==> src/rtl/reg_scan_master.sv <==
// Scan-chain master: one word-addressed read or write per full rotation of a register file's shift chain.
// Optional build macro REG_SCAN_ZERO_PROTECT_EN turns writes to word 0 into reads (hardwired-zero register).
`ifndef WORD_LENGTH
`define WORD_LENGTH 32
`endif

module reg_scan_master #(
    parameter int SIZE  = 16,
    parameter int WIDTH = `WORD_LENGTH,
    parameter int DIV   = 1
) (
    input  logic                    clk,
    input  logic                    rst,
    input  logic                    start,
    input  logic                    wr,
    input  logic [$clog2(SIZE)-1:0] addr,
    input  logic [WIDTH-1:0]        wdata,
    output logic                    busy,
    output logic                    done,
    output logic [WIDTH-1:0]        rdata,
    output logic                    sClock,
    output logic                    sEnable,
    output logic                    sIn,
    input  logic                    sOut
);

    localparam int AW = $clog2(SIZE);
    localparam int BW = (WIDTH > 1) ? $clog2(WIDTH) : 1;
    localparam int DW = (DIV > 1) ? $clog2(DIV) : 1;

    typedef enum logic [2:0] {IDLE, SETUP, SHIFT_LO, SHIFT_HI, DONE} state_t;

    state_t           state_reg, state_next;
    logic [DW-1:0]    div_cnt_reg, div_cnt_next;
    logic [BW-1:0]    bit_cnt_reg, bit_cnt_next;
    logic [AW-1:0]    word_cnt_reg, word_cnt_next;
    logic             wr_reg;
    logic [AW-1:0]    addr_reg;
    logic [WIDTH-1:0] wdata_reg;
    logic [WIDTH-1:0] shadow_reg;
    logic [WIDTH-1:0] rdata_reg;
    logic             busy_reg, done_reg, sclock_reg, senable_reg, sin_reg;
    logic             sin_next;
    logic             accept, capture, wr_accept;
    logic             phase_last, bit_last, word_last;

    assign phase_last = (div_cnt_reg == DW'(DIV - 1));
    assign bit_last   = (bit_cnt_reg == BW'(WIDTH - 1));
    assign word_last  = (word_cnt_reg == AW'(SIZE - 1));

    always_comb begin
        wr_accept = wr;
`ifdef REG_SCAN_ZERO_PROTECT_EN
        if (addr == '0) begin
            wr_accept = 1'b0;
        end
`endif
    end

    always_comb begin
        state_next    = state_reg;
        div_cnt_next  = div_cnt_reg;
        bit_cnt_next  = bit_cnt_reg;
        word_cnt_next = word_cnt_reg;
        accept        = 1'b0;
        capture       = 1'b0;
        case (state_reg)
            IDLE: begin
                if (start) begin
                    accept        = 1'b1;
                    state_next    = SETUP;
                    bit_cnt_next  = '0;
                    word_cnt_next = '0;
                end
            end
            SETUP: begin
                state_next    = SHIFT_LO;
                div_cnt_next  = '0;
                bit_cnt_next  = '0;
                word_cnt_next = '0;
            end
            SHIFT_LO: begin
                if (phase_last) begin
                    div_cnt_next = '0;
                    state_next   = SHIFT_HI;
                    capture      = (word_cnt_reg == addr_reg);
                end else begin
                    div_cnt_next = div_cnt_reg + DW'(1);
                end
            end
            SHIFT_HI: begin
                if (phase_last) begin
                    div_cnt_next  = '0;
                    bit_cnt_next  = bit_last ? '0 : bit_cnt_reg + BW'(1);
                    word_cnt_next = bit_last ? word_cnt_reg + AW'(1) : word_cnt_reg;
                    state_next    = (bit_last && word_last) ? DONE : SHIFT_LO;
                end else begin
                    div_cnt_next = div_cnt_reg + DW'(1);
                end
            end
            DONE:    state_next = IDLE;
            default: state_next = IDLE;
        endcase
    end

    // sIn is registered, so the bit for the next low phase is chosen from the counters' next values.
    always_comb begin
        sin_next = sin_reg;
        if (state_next == SHIFT_LO && state_reg != SHIFT_LO) begin
            if (wr_reg && word_cnt_next == addr_reg) begin
                sin_next = wdata_reg[bit_cnt_next];
            end else begin
                sin_next = sOut;
            end
        end else if (state_next == IDLE || state_next == DONE) begin
            sin_next = 1'b0;
        end
    end

    always_ff @(posedge clk or negedge rst) begin
        if (!rst) begin
            state_reg    <= IDLE;
            div_cnt_reg  <= '0;
            bit_cnt_reg  <= '0;
            word_cnt_reg <= '0;
            wr_reg       <= 1'b0;
            addr_reg     <= '0;
            wdata_reg    <= '0;
            shadow_reg   <= '0;
            rdata_reg    <= '0;
            busy_reg     <= 1'b0;
            done_reg     <= 1'b0;
            sclock_reg   <= 1'b0;
            senable_reg  <= 1'b0;
            sin_reg      <= 1'b0;
        end else begin
            state_reg    <= state_next;
            div_cnt_reg  <= div_cnt_next;
            bit_cnt_reg  <= bit_cnt_next;
            word_cnt_reg <= word_cnt_next;
            sin_reg      <= sin_next;
            busy_reg     <= (state_next == SETUP) || (state_next == SHIFT_LO) || (state_next == SHIFT_HI);
            senable_reg  <= (state_next == SETUP) || (state_next == SHIFT_LO) || (state_next == SHIFT_HI);
            sclock_reg   <= (state_next == SHIFT_HI);
            done_reg     <= (state_next == DONE);
            if (accept) begin
                wr_reg    <= wr_accept;
                addr_reg  <= addr;
                wdata_reg <= wdata;
            end
            if (capture) begin
                shadow_reg[bit_cnt_reg] <= sOut;
            end
            if (state_next == DONE) begin
                rdata_reg <= shadow_reg;
            end
        end
    end

    assign busy    = busy_reg;
    assign done    = done_reg;
    assign rdata   = rdata_reg;
    assign sClock  = sclock_reg;
    assign sEnable = senable_reg;
    assign sIn     = sin_reg;

endmodule

==> config.mk <==
export PLATFORM = sky130hd
export DESIGN_NAME = reg_scan_master
export DESIGN_NICKNAME = d
export VERILOG_FILES = /design/src/rtl/reg_scan_master.sv
export SDC_FILE = /design/constraint.sdc
export NUM_CORES = 1
export LEC_CHECK = 0
export CORE_MARGIN = 5
export CORE_UTILIZATION = 54
export DETAILED_ROUTE_END_ITERATION = 6
export PLACE_DENSITY = 0.8
export SETUP_SLACK_MARGIN = 0.4
export SLEW_MARGIN = 0
export SYNTH_ARGS = -nofsm -noshare
export SYNTH_HDL_FRONTEND = slang
export SYNTH_SLANG_ARGS = --single-unit
==> constraint.sdc <==
create_clock -name clk -period 4.85 [get_ports clk]
set_input_delay 0.97 -clock clk [delete_from_list [all_inputs] [get_ports clk]]
set_output_delay 0.97 -clock clk [all_outputs]
set_load 0.03 [all_outputs]
==> summary.txt <==
Leak -> 3.11 nW
DRT Wirelength -> 10.8 mm
First-pass GRT wire length -> 18.2 mm
Status -> complete, no violations
CTS tree -> built
Largest net degree at the start of global routing -> 78
Comb pwr share -> 0.246
Initial core utilization -> 0.545
Vias/cell -> 5.24
DRC Markers -> 0
Final instance area -> 6720 um2
Port Buffer Count -> 77
Clock power share -> 0.371
Met1 Track Usage GR -> 0.249
Max Clock Freq -> 0.294 GHz
Syn. warnings -> 0
Fill cells -> 713
HP Class -> flip-flop to flip-flop
Clk_skew -> 0.00865 ns
RSZ-0062 raised after global routing -> false
Hold Fails Final Rpt -> 0
#FFs+latches synth -> 117
Pwr Density -> 537 nW/um2
Worst EP arrival -> 3.78 ns
Cell variety after synth -> 53
DPL Wire Length -> 7.33 mm
Dpl cells -> 667
Max Slew Vio Count -> 0
Crit path setup slack, layout -> 1.45 ns
CTS sink count -> 117
Max Cap Violations -> 0
Gate Count Post-Synth -> 481
Gpl congestion -> 0.846
Hold_ws -> 0.466 ns
Area growth from synthesis to layout -> 27.9%
DP Area -> 6090 um2
Mean area per synthesized cell -> 10.9 um2
Cell taking the most area after synthesis -> dfrtp_1
Maximum vdd drop -> 0.317 mV
Die ar. -> 11,800 um2
Reg-to-reg startpoint -> bit_cnt_reg[1]
Setup crit end kind -> flip-flop
Worst reg2reg path depth -> 8
Critical path class -> flip-flop to flip-flop
DRT Pass-1 Iters -> 4
Predominant post-synthesis flop cell -> dfrtp_1
Worst slew pin tran -> 1.19 ns
Clock latency on the worst-skew pair -> 0.51 ns
Most frequent cells after synthesis -> nand2_1 (147), dfrtp_1 (117), mux2_2 (68)
Avg WL per Cell -> 15.5 um
Std-Cell Rows -> 36
Sequential power share -> 0.383
CP Launch Type -> flip-flop
Number of synthesized flops with an enable pin -> 0
Crit. Startpoint -> bit_cnt_reg[1]
Global route overflow -> 0
Vias -> 3,657
Num CTS Buffers -> 17
Core ar. -> 9640 um2
I/O pin count -> 78
Worst-path maximum fanout -> 34
# hold bufs at CTS -> 0
Final period utilization -> 0.701
ANT cells -> 0
H-tree Lvls -> 4
Sequential area share after synthesis -> 0.557
Most Used Layer, Global Route -> met2
Total negative slack -> 0 ns
Total global-route track usage -> 0.197
Layout cells sized above 1 -> 0.196
Min Tclk post-route -> 3.40 ns
Final net count -> 601
Crit path to -> rdata[0]
Fraction of power spent switching nets -> 0.290
Initial antenna violation count -> 0
Internal power -> 2.56 mW
Root Buffer -> clkbuf_8
CTS-repair resized insts -> 0
Final core occ -> 0.698
Total power -> 3.61 mW
Longest Clk Path Bufs -> 2
Layout Cells excl Fill -> 698
Dpl ws -> 1.41 ns
NetSw -> 1.05 mW
Worst rel slew slack -> 0.208
Post-synth ARST share -> 1.00
Area contributors post-synth -> dfrtp_1 (56%), mux2_2 (15%), nand2_1 (10%)
Die Y -> 109 um
Synth Cell Area -> 5260 um2
Number of setup buffers added after CTS -> 0
Setup violators final -> 0
Die X -> 109 um
Worst r2r dst -> rdata[0]
R2R Setup Slk -> 1.45 ns
Most common cell in the netlist -> nand2_1
Reg clk slew, reported paths -> 0.05 ns
Vias in the first global route -> 3,763
Synth Net Count -> 529
Share of the synthesized area in the top cell type -> 0.557
Critical path data required time -> 5.23 ns
Met2 usage -> 0.325
DRT iter0 DRCs -> 182
Routed Antenna Nets -> 0
Met3 GRT Util -> 0.0562
==> power by group through the flow <==
stage / combinational, mW / clock, mW / sequential (mW)
global placement: 0.852 / 0 / 1.39
finish: 0.889 / 1.34 / 1.38
global route: 0.979 / 1.40 / 1.41
CTS: 0.897 / 1.35 / 1.38
detailed placement: 0.883 / 0 / 1.40
floorplan: 0.704 / 0 / 1.34
==> worst min-delay path by stage <==
stage                               from  slack [ns]         to  depth (start not counted)
after floorplan            shadow_reg[0]        0.43   rdata[0]                          2
after global placement    shadow_reg[20]        0.45  rdata[20]                          2
after detailed placement  shadow_reg[30]        0.45  rdata[30]                          2
after CTS                  shadow_reg[4]        0.46   rdata[4]                          2
after global routing      shadow_reg[27]        0.50  rdata[27]                          2
final                      shadow_reg[9]        0.47   rdata[9]                          2
==> per-layer routing <==
| metal | wire, um | up-vias |
|---|---|---|
| met4 | 225 | 0 |
| met3 | 571 | 22 |
| li1 | - | 1756 |
| met1 | 4690 | 1768 |
| met2 | 5350 | 111 |
| met5 | 0 | - |
==> critical path: stages (launching register included) <==
cell and delay [ns]:
dfrtp_1 0.45, ha_1 0.24, and3_1 0.21, ha_1 0.24, nand2_1 0.09, or3_1 0.90
inv_1 0.79, nand2_1 0.27, nand2_1 0.08
==> cells in the final DEF, fill, tap and decap left out, types with 4 or more instances in the layout <==
| cell type | Yosys | final |
|---|---|---|
| mux2i_1 | 6 | 6 |
| mux2_2 | 68 | 68 |
| a21oi_1 | 8 | 8 |
| nand4_1 | 7 | 7 |
| and2_1 | 7 | 7 |
| nor3_1 | 4 | 4 |
| clkbuf_16 | 0 | 16 |
| nand2_1 | 147 | 147 |
| clkinv_2 | 1 | 4 |
| xor2_1 | 6 | 6 |
| inv_1 | 6 | 6 |
| nand3_1 | 7 | 7 |
| nor2_1 | 10 | 10 |
| clkbuf_8 | 0 | 4 |
| bufinv_16 | 0 | 5 |
| clkdlybuf4s50_1 | 0 | 76 |
| dfrtp_1 | 117 | 117 |
| ha_1 | 7 | 7 |
==> cell families (layout without fill, tap and decap cells) <==
family	after synthesis	in the layout	share of synthesized area
flip-flops	117	117	0.557
multiplexers	75	75	0.159
AND/OR/NAND/NOR	207	207	0.177
AO/OA/AOI/OAI	33	33	0.0481
adder cells (fa/ha/maj)	7	7	0.0167
buffers and inverters	34	118	0.0288
XOR/XNOR	8	8	0.0133
==> layout make-up <==
cell class	instances	area [um2]	share of cell area
clock buffers	22	463	0.0689
clock inverters	9	174	0.0259
inverters	8	31.3	0.00465
multi-input cells	330	2180	0.324
flip-flops and latches	117	2930	0.435
well taps	133	166	0.0247
repair buffers	79	783	0.116
No activity file was read; power rests on OpenSTA's default activity.
